`config.mk`:
```
export PLATFORM = sky130hd
export DESIGN_NAME = mem_access_stage_flat
export DESIGN_NICKNAME = d
export VERILOG_FILES = /design/src/rtl/mem_access_stage_pkg.sv /design/src/rtl/mem_access_stage_if.sv /design/src/rtl/mem_access_stage_mem_wb_reg.sv /design/src/rtl/mem_access_stage.sv /design/src/flat_wrapper.sv
export SDC_FILE = /design/constraint.sdc
export NUM_CORES = 1
export LEC_CHECK = 0
export BUFFER_PORTS_ARGS = -buffer_cell sky130_fd_sc_hd__buf_2
export CORE_MARGIN = 10
export CORE_UTILIZATION = 30
export DETAILED_ROUTE_END_ITERATION = 6
export PLACE_DENSITY_LB_ADDON = 0.08
export SETUP_SLACK_MARGIN = 0.2
export SLEW_MARGIN = 20
export SYNTH_ARGS = -nofsm -noshare
export SYNTH_HDL_FRONTEND = slang
export SYNTH_SLANG_ARGS = --single-unit
```
`constraint.sdc`:
```
create_clock -name clk -period 1.55 [get_ports clk]
set_input_delay 0 -clock clk [delete_from_list [all_inputs] [get_ports clk]]
set_output_delay 0 -clock clk [all_outputs]
set_load 0.005 [all_outputs]
```
`src/rtl/mem_access_stage_pkg.sv`:
```
// Shared types and constants for the MEM stage: FSM encoding, MEM/WB control
// bundle and its bubble value, and the misalignment helper.
package mem_access_stage_pkg;

  localparam int DATA_W_DEF = 32;

  typedef enum logic {
    IDLE   = 1'b0,
    ACCESS = 1'b1
  } state_e;

  typedef struct packed {
    logic reg_write;
    logic memto_reg;
    logic halt;
  } wb_ctrl_t;

  localparam wb_ctrl_t WB_BUBBLE = '0;

  // Word accesses only: any nonzero byte offset on a memory op is an error.
  function automatic logic is_misaligned(input logic mem_op, input logic [1:0] addr_lo);
    return mem_op && (addr_lo != 2'b00);
  endfunction

endpackage

```
`src/rtl/mem_access_stage_if.sv`:
```
// Data-memory port of the MEM stage: registered request side plus the
// memory's read data and one-cycle completion pulse.
interface mem_access_stage_if
  import mem_access_stage_pkg::*;
#(
  parameter int DATA_W = DATA_W_DEF
);

  logic              mem_req;
  logic              mem_we;
  logic [DATA_W-1:0] mem_addr;
  logic [DATA_W-1:0] mem_wdata;
  logic [DATA_W-1:0] mem_rdata;
  logic              mem_ack;

  modport master (
    output mem_req, mem_we, mem_addr, mem_wdata,
    input  mem_rdata, mem_ack
  );

  modport slave (
    input  mem_req, mem_we, mem_addr, mem_wdata,
    output mem_rdata, mem_ack
  );

endinterface

```
`src/rtl/mem_access_stage_mem_wb_reg.sv`:
```
// MEM/WB pipeline register: loads a full instruction slot or a bubble; the
// error flags only live for the single slot they were loaded with.
module mem_wb_reg
  import mem_access_stage_pkg::*;
#(
  parameter int DATA_W = DATA_W_DEF
) (
  input  logic              clk,
  input  logic              reset,
  input  logic              load_inputs,
  input  logic              load_bubble,
  input  wb_ctrl_t          ctrl_in,
  input  logic              align_err_in,
  input  logic              bus_err_in,
  input  logic [DATA_W-1:0] read_data_in,
  input  logic [DATA_W-1:0] alu_result_in,
  input  logic [4:0]        write_reg_in,
  output wb_ctrl_t          ctrl_out,
  output logic              align_err_out,
  output logic              bus_err_out,
  output logic [DATA_W-1:0] read_data_out,
  output logic [DATA_W-1:0] alu_result_out,
  output logic [4:0]        write_reg_out
);

  wb_ctrl_t          ctrl_q, ctrl_d;
  logic              align_err_q, align_err_d;
  logic              bus_err_q, bus_err_d;
  logic [DATA_W-1:0] read_data_q, read_data_d;
  logic [DATA_W-1:0] alu_result_q, alu_result_d;
  logic [4:0]        write_reg_q, write_reg_d;

  always_comb begin
    // NOTE: every signal assigned here gets a default first so no latch is inferred.
    ctrl_d       = ctrl_q;
    align_err_d  = 1'b0;
    bus_err_d    = 1'b0;
    read_data_d  = read_data_q;
    alu_result_d = alu_result_q;
    write_reg_d  = write_reg_q;
    if (load_inputs) begin
      ctrl_d       = ctrl_in;
      align_err_d  = align_err_in;
      bus_err_d    = bus_err_in;
      read_data_d  = read_data_in;
      alu_result_d = alu_result_in;
      write_reg_d  = write_reg_in;
    end else if (load_bubble) begin
      // Bubbles kill the control bits but leave the data fields alone.
      ctrl_d = WB_BUBBLE;
    end
  end

  // NOTE: sequential state uses non-blocking assignments so all flops update together.
  always_ff @(posedge clk) begin
    if (reset) begin
      ctrl_q       <= WB_BUBBLE;
      align_err_q  <= 1'b0;
      bus_err_q    <= 1'b0;
      read_data_q  <= '0;
      alu_result_q <= '0;
      write_reg_q  <= '0;
    end else begin
      ctrl_q       <= ctrl_d;
      align_err_q  <= align_err_d;
      bus_err_q    <= bus_err_d;
      read_data_q  <= read_data_d;
      alu_result_q <= alu_result_d;
      write_reg_q  <= write_reg_d;
    end
  end

  assign ctrl_out       = ctrl_q;
  assign align_err_out  = align_err_q;
  assign bus_err_out    = bus_err_q;
  assign read_data_out  = read_data_q;
  assign alu_result_out = alu_result_q;
  assign write_reg_out  = write_reg_q;

endmodule

```
`src/rtl/mem_access_stage.sv`:
```
// MIPS MEM stage: issues loads/stores on a req/ack memory port, stalls the
// front of the pipe while an access is outstanding and owns MEM/WB.
module mem_access_stage
  import mem_access_stage_pkg::*;
#(
  parameter int DATA_W         = DATA_W_DEF,
  parameter int TIMEOUT_CYCLES = 16,
  parameter int CNT_W          = 8
) (
  input  logic                clk,
  input  logic                reset,
  input  logic                RegWriteIn,
  input  logic                MemtoRegIn,
  input  logic                MemWriteIn,
  input  logic [DATA_W-1:0]   ALUResultIn,
  input  logic [4:0]          WriteRegIn,
  input  logic [DATA_W-1:0]   WriteDataIn,
  input  logic                HaltIn,
  mem_access_stage_if.master  mem,
  output logic                StallOut,
  output logic                RegWriteOut,
  output logic                MemtoRegOut,
  output logic [DATA_W-1:0]   ReadDataOut,
  output logic [DATA_W-1:0]   ALUResultOut,
  output logic [4:0]          WriteRegOut,
  output logic                HaltOut,
  output logic                AlignErrOut,
  output logic                BusErrOut
);

  localparam logic             TIMEOUT_EN = (TIMEOUT_CYCLES > 0);
  localparam logic [CNT_W-1:0] CNT_LAST   = CNT_W'((TIMEOUT_CYCLES > 0) ? TIMEOUT_CYCLES - 1 : 0);

  state_e            state_q, state_d;
  logic [CNT_W-1:0]  cnt_q, cnt_d;
  logic              req_q, req_d;
  logic              we_q, we_d;
  logic [DATA_W-1:0] addr_q, addr_d;
  logic [DATA_W-1:0] wdata_q, wdata_d;

  logic              mem_op, misaligned, timeout_hit;
  logic              stall, load_inputs, load_bubble, align_err, bus_err;
  logic [DATA_W-1:0] read_data;
  wb_ctrl_t          wb_ctrl_in, wb_ctrl_out;

  assign mem_op      = MemtoRegIn | MemWriteIn;
  assign misaligned  = is_misaligned(mem_op, ALUResultIn[1:0]);
  assign timeout_hit = TIMEOUT_EN && (state_q == ACCESS) && !mem.mem_ack && (cnt_q == CNT_LAST);

  always_comb begin
    state_d     = state_q;
    cnt_d       = cnt_q;
    req_d       = req_q;
    we_d        = we_q;
    addr_d      = addr_q;
    wdata_d     = wdata_q;
    stall       = 1'b0;
    load_inputs = 1'b0;
    load_bubble = 1'b0;
    align_err   = 1'b0;
    bus_err     = 1'b0;
    read_data   = '0;
    // A load+store combination is treated as a store, so it never writes back memory data.
    wb_ctrl_in  = '{reg_write: RegWriteIn, memto_reg: MemtoRegIn & ~MemWriteIn, halt: HaltIn};

    case (state_q)
      IDLE: begin
        if (mem_op && !misaligned) begin
          stall       = 1'b1;
          req_d       = 1'b1;
          we_d        = MemWriteIn;
          addr_d      = ALUResultIn;
          wdata_d     = WriteDataIn;
          cnt_d       = '0;
          state_d     = ACCESS;
          load_bubble = 1'b1;
        end else begin
          load_inputs = 1'b1;
          if (misaligned) begin
            wb_ctrl_in.reg_write = 1'b0;
            align_err            = 1'b1;
          end
        end
      end
      ACCESS: begin
        if (mem.mem_ack) begin
          req_d       = 1'b0;
          state_d     = IDLE;
          load_inputs = 1'b1;
          read_data   = MemWriteIn ? '0 : mem.mem_rdata;
        end else if (timeout_hit) begin
          req_d                = 1'b0;
          state_d              = IDLE;
          load_inputs          = 1'b1;
          wb_ctrl_in.reg_write = 1'b0;
          bus_err              = 1'b1;
        end else begin
          stall       = 1'b1;
          cnt_d       = cnt_q + CNT_W'(1);
          load_bubble = 1'b1;
        end
      end
      default: state_d = IDLE;
    endcase
  end

  always_ff @(posedge clk) begin
    if (reset) begin
      state_q <= IDLE;
      cnt_q   <= '0;
      req_q   <= 1'b0;
      we_q    <= 1'b0;
      addr_q  <= '0;
      wdata_q <= '0;
    end else begin
      state_q <= state_d;
      cnt_q   <= cnt_d;
      req_q   <= req_d;
      we_q    <= we_d;
      addr_q  <= addr_d;
      wdata_q <= wdata_d;
    end
  end

  assign mem.mem_req   = req_q;
  assign mem.mem_we    = we_q;
  assign mem.mem_addr  = addr_q;
  assign mem.mem_wdata = wdata_q;
  assign StallOut      = stall;

  mem_wb_reg #(.DATA_W(DATA_W)) u_mem_wb (
    .clk            (clk),
    .reset          (reset),
    .load_inputs    (load_inputs),
    .load_bubble    (load_bubble),
    .ctrl_in        (wb_ctrl_in),
    .align_err_in   (align_err),
    .bus_err_in     (bus_err),
    .read_data_in   (read_data),
    .alu_result_in  (ALUResultIn),
    .write_reg_in   (WriteRegIn),
    .ctrl_out       (wb_ctrl_out),
    .align_err_out  (AlignErrOut),
    .bus_err_out    (BusErrOut),
    .read_data_out  (ReadDataOut),
    .alu_result_out (ALUResultOut),
    .write_reg_out  (WriteRegOut)
  );

  assign RegWriteOut = wb_ctrl_out.reg_write;
  assign MemtoRegOut = wb_ctrl_out.memto_reg;
  assign HaltOut     = wb_ctrl_out.halt;

endmodule

```
`src/flat_wrapper.sv`:
```
// flat-port wrapper written by rule: the top's interface ports become plain ports
module mem_access_stage_flat import mem_access_stage_pkg::*;
#(
  parameter int DATA_W         = DATA_W_DEF,
  parameter int TIMEOUT_CYCLES = 16,
  parameter int CNT_W          = 8
)
  (clk, reset, RegWriteIn, MemtoRegIn, MemWriteIn, ALUResultIn, WriteRegIn, WriteDataIn, HaltIn, StallOut, RegWriteOut, MemtoRegOut, ReadDataOut, ALUResultOut, WriteRegOut, HaltOut, AlignErrOut, BusErrOut, mem_mem_req, mem_mem_we, mem_mem_addr, mem_mem_wdata, mem_mem_rdata, mem_mem_ack);
  mem_access_stage_if #(.DATA_W(DATA_W)) mem_i ();
  input  logic clk;
  input  logic reset;
  input  logic RegWriteIn;
  input  logic MemtoRegIn;
  input  logic MemWriteIn;
  input  logic [DATA_W-1:0] ALUResultIn;
  input  logic [4:0] WriteRegIn;
  input  logic [DATA_W-1:0] WriteDataIn;
  input  logic HaltIn;
  output logic StallOut;
  output logic RegWriteOut;
  output logic MemtoRegOut;
  output logic [DATA_W-1:0] ReadDataOut;
  output logic [DATA_W-1:0] ALUResultOut;
  output logic [4:0] WriteRegOut;
  output logic HaltOut;
  output logic AlignErrOut;
  output logic BusErrOut;
  output wire logic [$bits(mem_i.mem_req)-1:0] mem_mem_req;
  output wire logic [$bits(mem_i.mem_we)-1:0] mem_mem_we;
  output wire logic [$bits(mem_i.mem_addr)-1:0] mem_mem_addr;
  output wire logic [$bits(mem_i.mem_wdata)-1:0] mem_mem_wdata;
  input wire logic [$bits(mem_i.mem_rdata)-1:0] mem_mem_rdata;
  input wire logic [$bits(mem_i.mem_ack)-1:0] mem_mem_ack;
  assign mem_mem_req = mem_i.mem_req;
  assign mem_mem_we = mem_i.mem_we;
  assign mem_mem_addr = mem_i.mem_addr;
  assign mem_mem_wdata = mem_i.mem_wdata;
  assign mem_i.mem_rdata = mem_mem_rdata;
  assign mem_i.mem_ack = mem_mem_ack;
  mem_access_stage #(.DATA_W(DATA_W), .TIMEOUT_CYCLES(TIMEOUT_CYCLES), .CNT_W(CNT_W)) u_core (.clk(clk), .reset(reset), .RegWriteIn(RegWriteIn), .MemtoRegIn(MemtoRegIn), .MemWriteIn(MemWriteIn), .ALUResultIn(ALUResultIn), .WriteRegIn(WriteRegIn), .WriteDataIn(WriteDataIn), .HaltIn(HaltIn), .mem(mem_i), .StallOut(StallOut), .RegWriteOut(RegWriteOut), .MemtoRegOut(MemtoRegOut), .ReadDataOut(ReadDataOut), .ALUResultOut(ALUResultOut), .WriteRegOut(WriteRegOut), .HaltOut(HaltOut), .AlignErrOut(AlignErrOut), .BusErrOut(BusErrOut));
endmodule
```
==> flow_summary_export.csv <==
group,metric,value,unit
floorplan,initial_utilization,30.3,%
synthesis,synth_xor_area_share,0.505,%
timing,fin_ws,-0.173,ns
cts,cts_max_path_buffers,2,
synthesis,synth-seq-cells,149,
synthesis,yosys.area_share.simple,17.7,%
finish,synthToLayoutAreaGrowth,92.6,%
synthesis,ys_types,37,
status,run_status,"complete, but fails checks",
place,place_congestion,0.787,
routing,drt_iter0_markers,273,
setup_path,end_kind,"flop",
routing,dr.pass1.iters,5,
cts,clockRootBuffer,"clkbuf_16",
synthesis,yosysTopAreaCellShare,57.3,%
floorplan,core_area,17200,µm²
run,cap_violations,0,
timing,setup_violations,74,
routing,routed_wirelength,22.4,mm
timing,worst_pin_slew,0.420,ns
place,io_buffers,248,
finish,drive_gt1_share,50.1,%
floorplan,rows,48,
routing,via_count,5891,
floorplan,dieArea,23000,µm²
synthesis,synth_warnings,0,
synthesis,netlist_instances,590,
floorplan,die_h,152,µm
pwr,p_leak,4.49,nW
routing,vias_per_cell,4.79,
global_routing,antenna_found_initial,0,
timing,finClkSkew,0.00588,ns
pwr,p_per_area,989,nW/µm²
setup_path,critPathKind,"reg2reg",
pwr,combPwrFrac,14.0,%
floorplan,top_level_ports,249,
synthesis,synth-seq-area-share,57.3,%
timing,rsz0062_at_grt,"yes",
global_routing,grt.overflow.total,0,
setup_path,cp.arrival,2.00,ns
synthesis,syn_area,5200,µm²
synthesis,syn-num-nets,699,
pwr,power,9.91,mW
setup_path,cp-start-kind,"flop",
pwr,p_switching,2.30,mW
timing,maxSlewHeadroom,72.0,%
finish,nets,1103,
timing,period_needed,1.72,ns
pwr,p_int,7.62,mW
timing,slew_violations,0,
global_routing,first_global_vias,6030,
cts,cts_buffers,17,
synthesis,synth_area_leaders,"dfxtp_1 57%, a21oi_1 10%, nand2_1 9.2%",
routing,drcViolationCount,0,
setup_path,cp_max_fo,12,
routing,ant_nets,0,
synthesis,synth-compound-area-share,20.1,%
global_routing,grt_start_max_net_pins,45,
cts,cts_tree,"done",
timing,post-route-period-util,111,%
timing,final_hold_viol_count,0,
finish,fin_cells,1231,
routing,wl_per_cell,18.2,µm
cts,clk_pin_slew_worst_paths,0.06,ns
global_routing,gr-usage-all-layers,17.9,%
synthesis,synth_adder_area_share,0.241,%
pwr,switching_share,23.2,%
setup_path,worstPathRequired,1.83,ns
cts,clkLatencyLatePin,0.41,ns
synthesis,synthMuxAreaShare,0,%
floorplan,die_w,152,µm
place,placed_cells,1049,
cts,cts_max_level,4,
finish,n_fill_cell,1503,
finish,diodes,0,
pwr,ir_drop,0.740,mV
cts,cts_sinks,149,
worst_hold_path,min_path_type,"in2reg",
synthesis,synth_top_cell_by_area,"dfxtp_1",
synthesis,synth_top_family_by_area,"compound AO/OA/AOI/OAI gates",
pwr,clkPwrFrac,45.0,%
timing,max_freq,0.580,GHz
pwr,pwr-share-seq,41.0,%
synthesis,avgSynthCellArea,8.82,µm²
global_routing,grt_first_pass_wirelength,32.7,mm
status,violations,"setup timing",
place,dp_hpwl,13.7,mm
[final cells by class]
type	count	area, µm²	area share [%]
timing repair buffer	433	3380	33.8
inverter	4	15.0	0.150
clock inverter	7	141	1.41
multi-input combinational	389	2700	27.0
tap	225	282	2.81
clock buffer	24	502	5.01
sequential	149	3000	29.9
[power groups by stage]
stage               logic (mW)  registers, mW  clock network (mW)
floorplan                0.331           4.16                   0
global placement         0.814           4.14                   0
detailed placement       0.825           4.15                   0
CTS                       1.21           4.06                4.56
global route              1.50           4.08                4.70
finish                    1.39           4.07                4.46
[cell usage after synthesis]
library cell  instances
a2111oi_0             1
a21o_1                1
a21oi_1             104
a21oi_2               1
a22o_1               32
and2b_1               1
and3_1                1
and4_1                1
buf_1                 2
buf_2                10
clkbuf_1             35
clkbuf_2              2
dfxtp_1             149
ha_1                  1
inv_1                 4
nand2_1             128
nand2b_1              2
nand3_1              41
nand4_1               1
nand4b_1              1
nor2_1               11
nor3_1                3
nor3_2                2
nor3b_1               1
nor3b_4               1
nor4_1                2
nor4_4                1
nor4b_1               2
nor4bb_1              1
o21ai_0              32
o21ai_1               8
o21ba_2               1
o21bai_1              1
or3b_1                1
or4_1                 2
xnor2_1               2
xor2_1                1
[state kept, by name (all words and copies together) (netlist names), 3 cells and up]
name                            flops
u_core.mem.mem_addr                32
u_core.cnt_q                        8
u_core.u_mem_wb.read_data_out      32
u_core.u_mem_wb.ctrl_out            3
u_core.mem.mem_wdata               32
u_core.u_mem_wb.write_reg_out       5
u_core.u_mem_wb.alu_result_out     32
[layer usage]
| metal | routed length [µm] | global-route usage (%) | up-vias |
|---|---|---|---|
| met4 | 284 | 5.77 | 0 |
| met1 | 9170 | 21.6 | 2794 |
| met2 | 11000 | 28.9 | 214 |
| li1 | - | - | 2858 |
| met3 | 1910 | 6.47 | 25 |
| met5 | 0 | 0 | - |
[stage by stage]
step	hold slack [ns]	TNS [ns]	cell area, µm²	utilization (%)	setup slack [ns]
after CTS	0.0543	-7.84	9360	54.5	-0.144
after global routing	0.124	-13.11	10000	58.3	-0.238
after global placement	0.209	-19.66	6940	40.4	-0.356
after floorplan	0.0767	0	5280	-	0.0237
final	0.112	-7.63	10000	58.3	-0.173
after detailed placement	0.214	-23.84	6940	40.4	-0.459
[cell usage in the layout, fill, tap and decap left out, drive strengths merged]
cell type,instances
a2111oi,1
a21o,1
a21oi,105
a22o,32
and2b,1
and3,1
and4,1
buf,322
bufinv,4
clkbuf,28
clkinv,1
clkinvlp,1
dfxtp,149
dlygate4sd3,107
ha,1
inv,5
nand2,128
nand2b,2
nand3,41
nand4,1
nand4b,1
nor2,11
nor3,6
nor3b,2
nor4,3
nor4b,2
nor4bb,1
o21ai,40
o21ba,1
o21bai,1
or3b,1
or4,2
xnor2,2
xor2,1
[final timing paths]
check | start | end | slack, ns | cells after the start
worst max-delay path | u_core.cnt_q[7] | u_core.cnt_q[0] | -0.17 | 6
worst min-delay path | MemtoRegIn | u_core.u_mem_wb.ctrl_out[2] | 0.11 | 4
worst max register to register | u_core.cnt_q[7] | u_core.cnt_q[0] | -0.17 | 6
worst min register to register | u_core.mem.mem_addr[0] | u_core.mem.mem_addr[0] | 0.42 | 2
[worst max-delay path: stages, from the launching register on]
cell and delay [ns]:
dfxtp_2 0.33, nor4_4 0.31, buf_4 0.16, or3b_4 0.43
buf_6 0.17, nand4b_1 0.11, a21oi_1 0.07
[cell families after synthesis]
kind of cell / Yosys count
AND/OR/NAND/NOR: 203
flip-flops: 149
AO/OA/AOI/OAI: 181
adder cells (fa/ha/maj): 1
buffers and inverters: 53
XOR/XNOR: 3
[repair_timing]
item	CTS	global route
resized for setup	97	130
setup buffers	22	6
hold buffers	107	0
hold endpoints to repair	138	0
pin swaps	37	82
cloned	9	7
endpoints found under the setup margin	147	148
No activity file was read; power rests on OpenSTA's default activity.
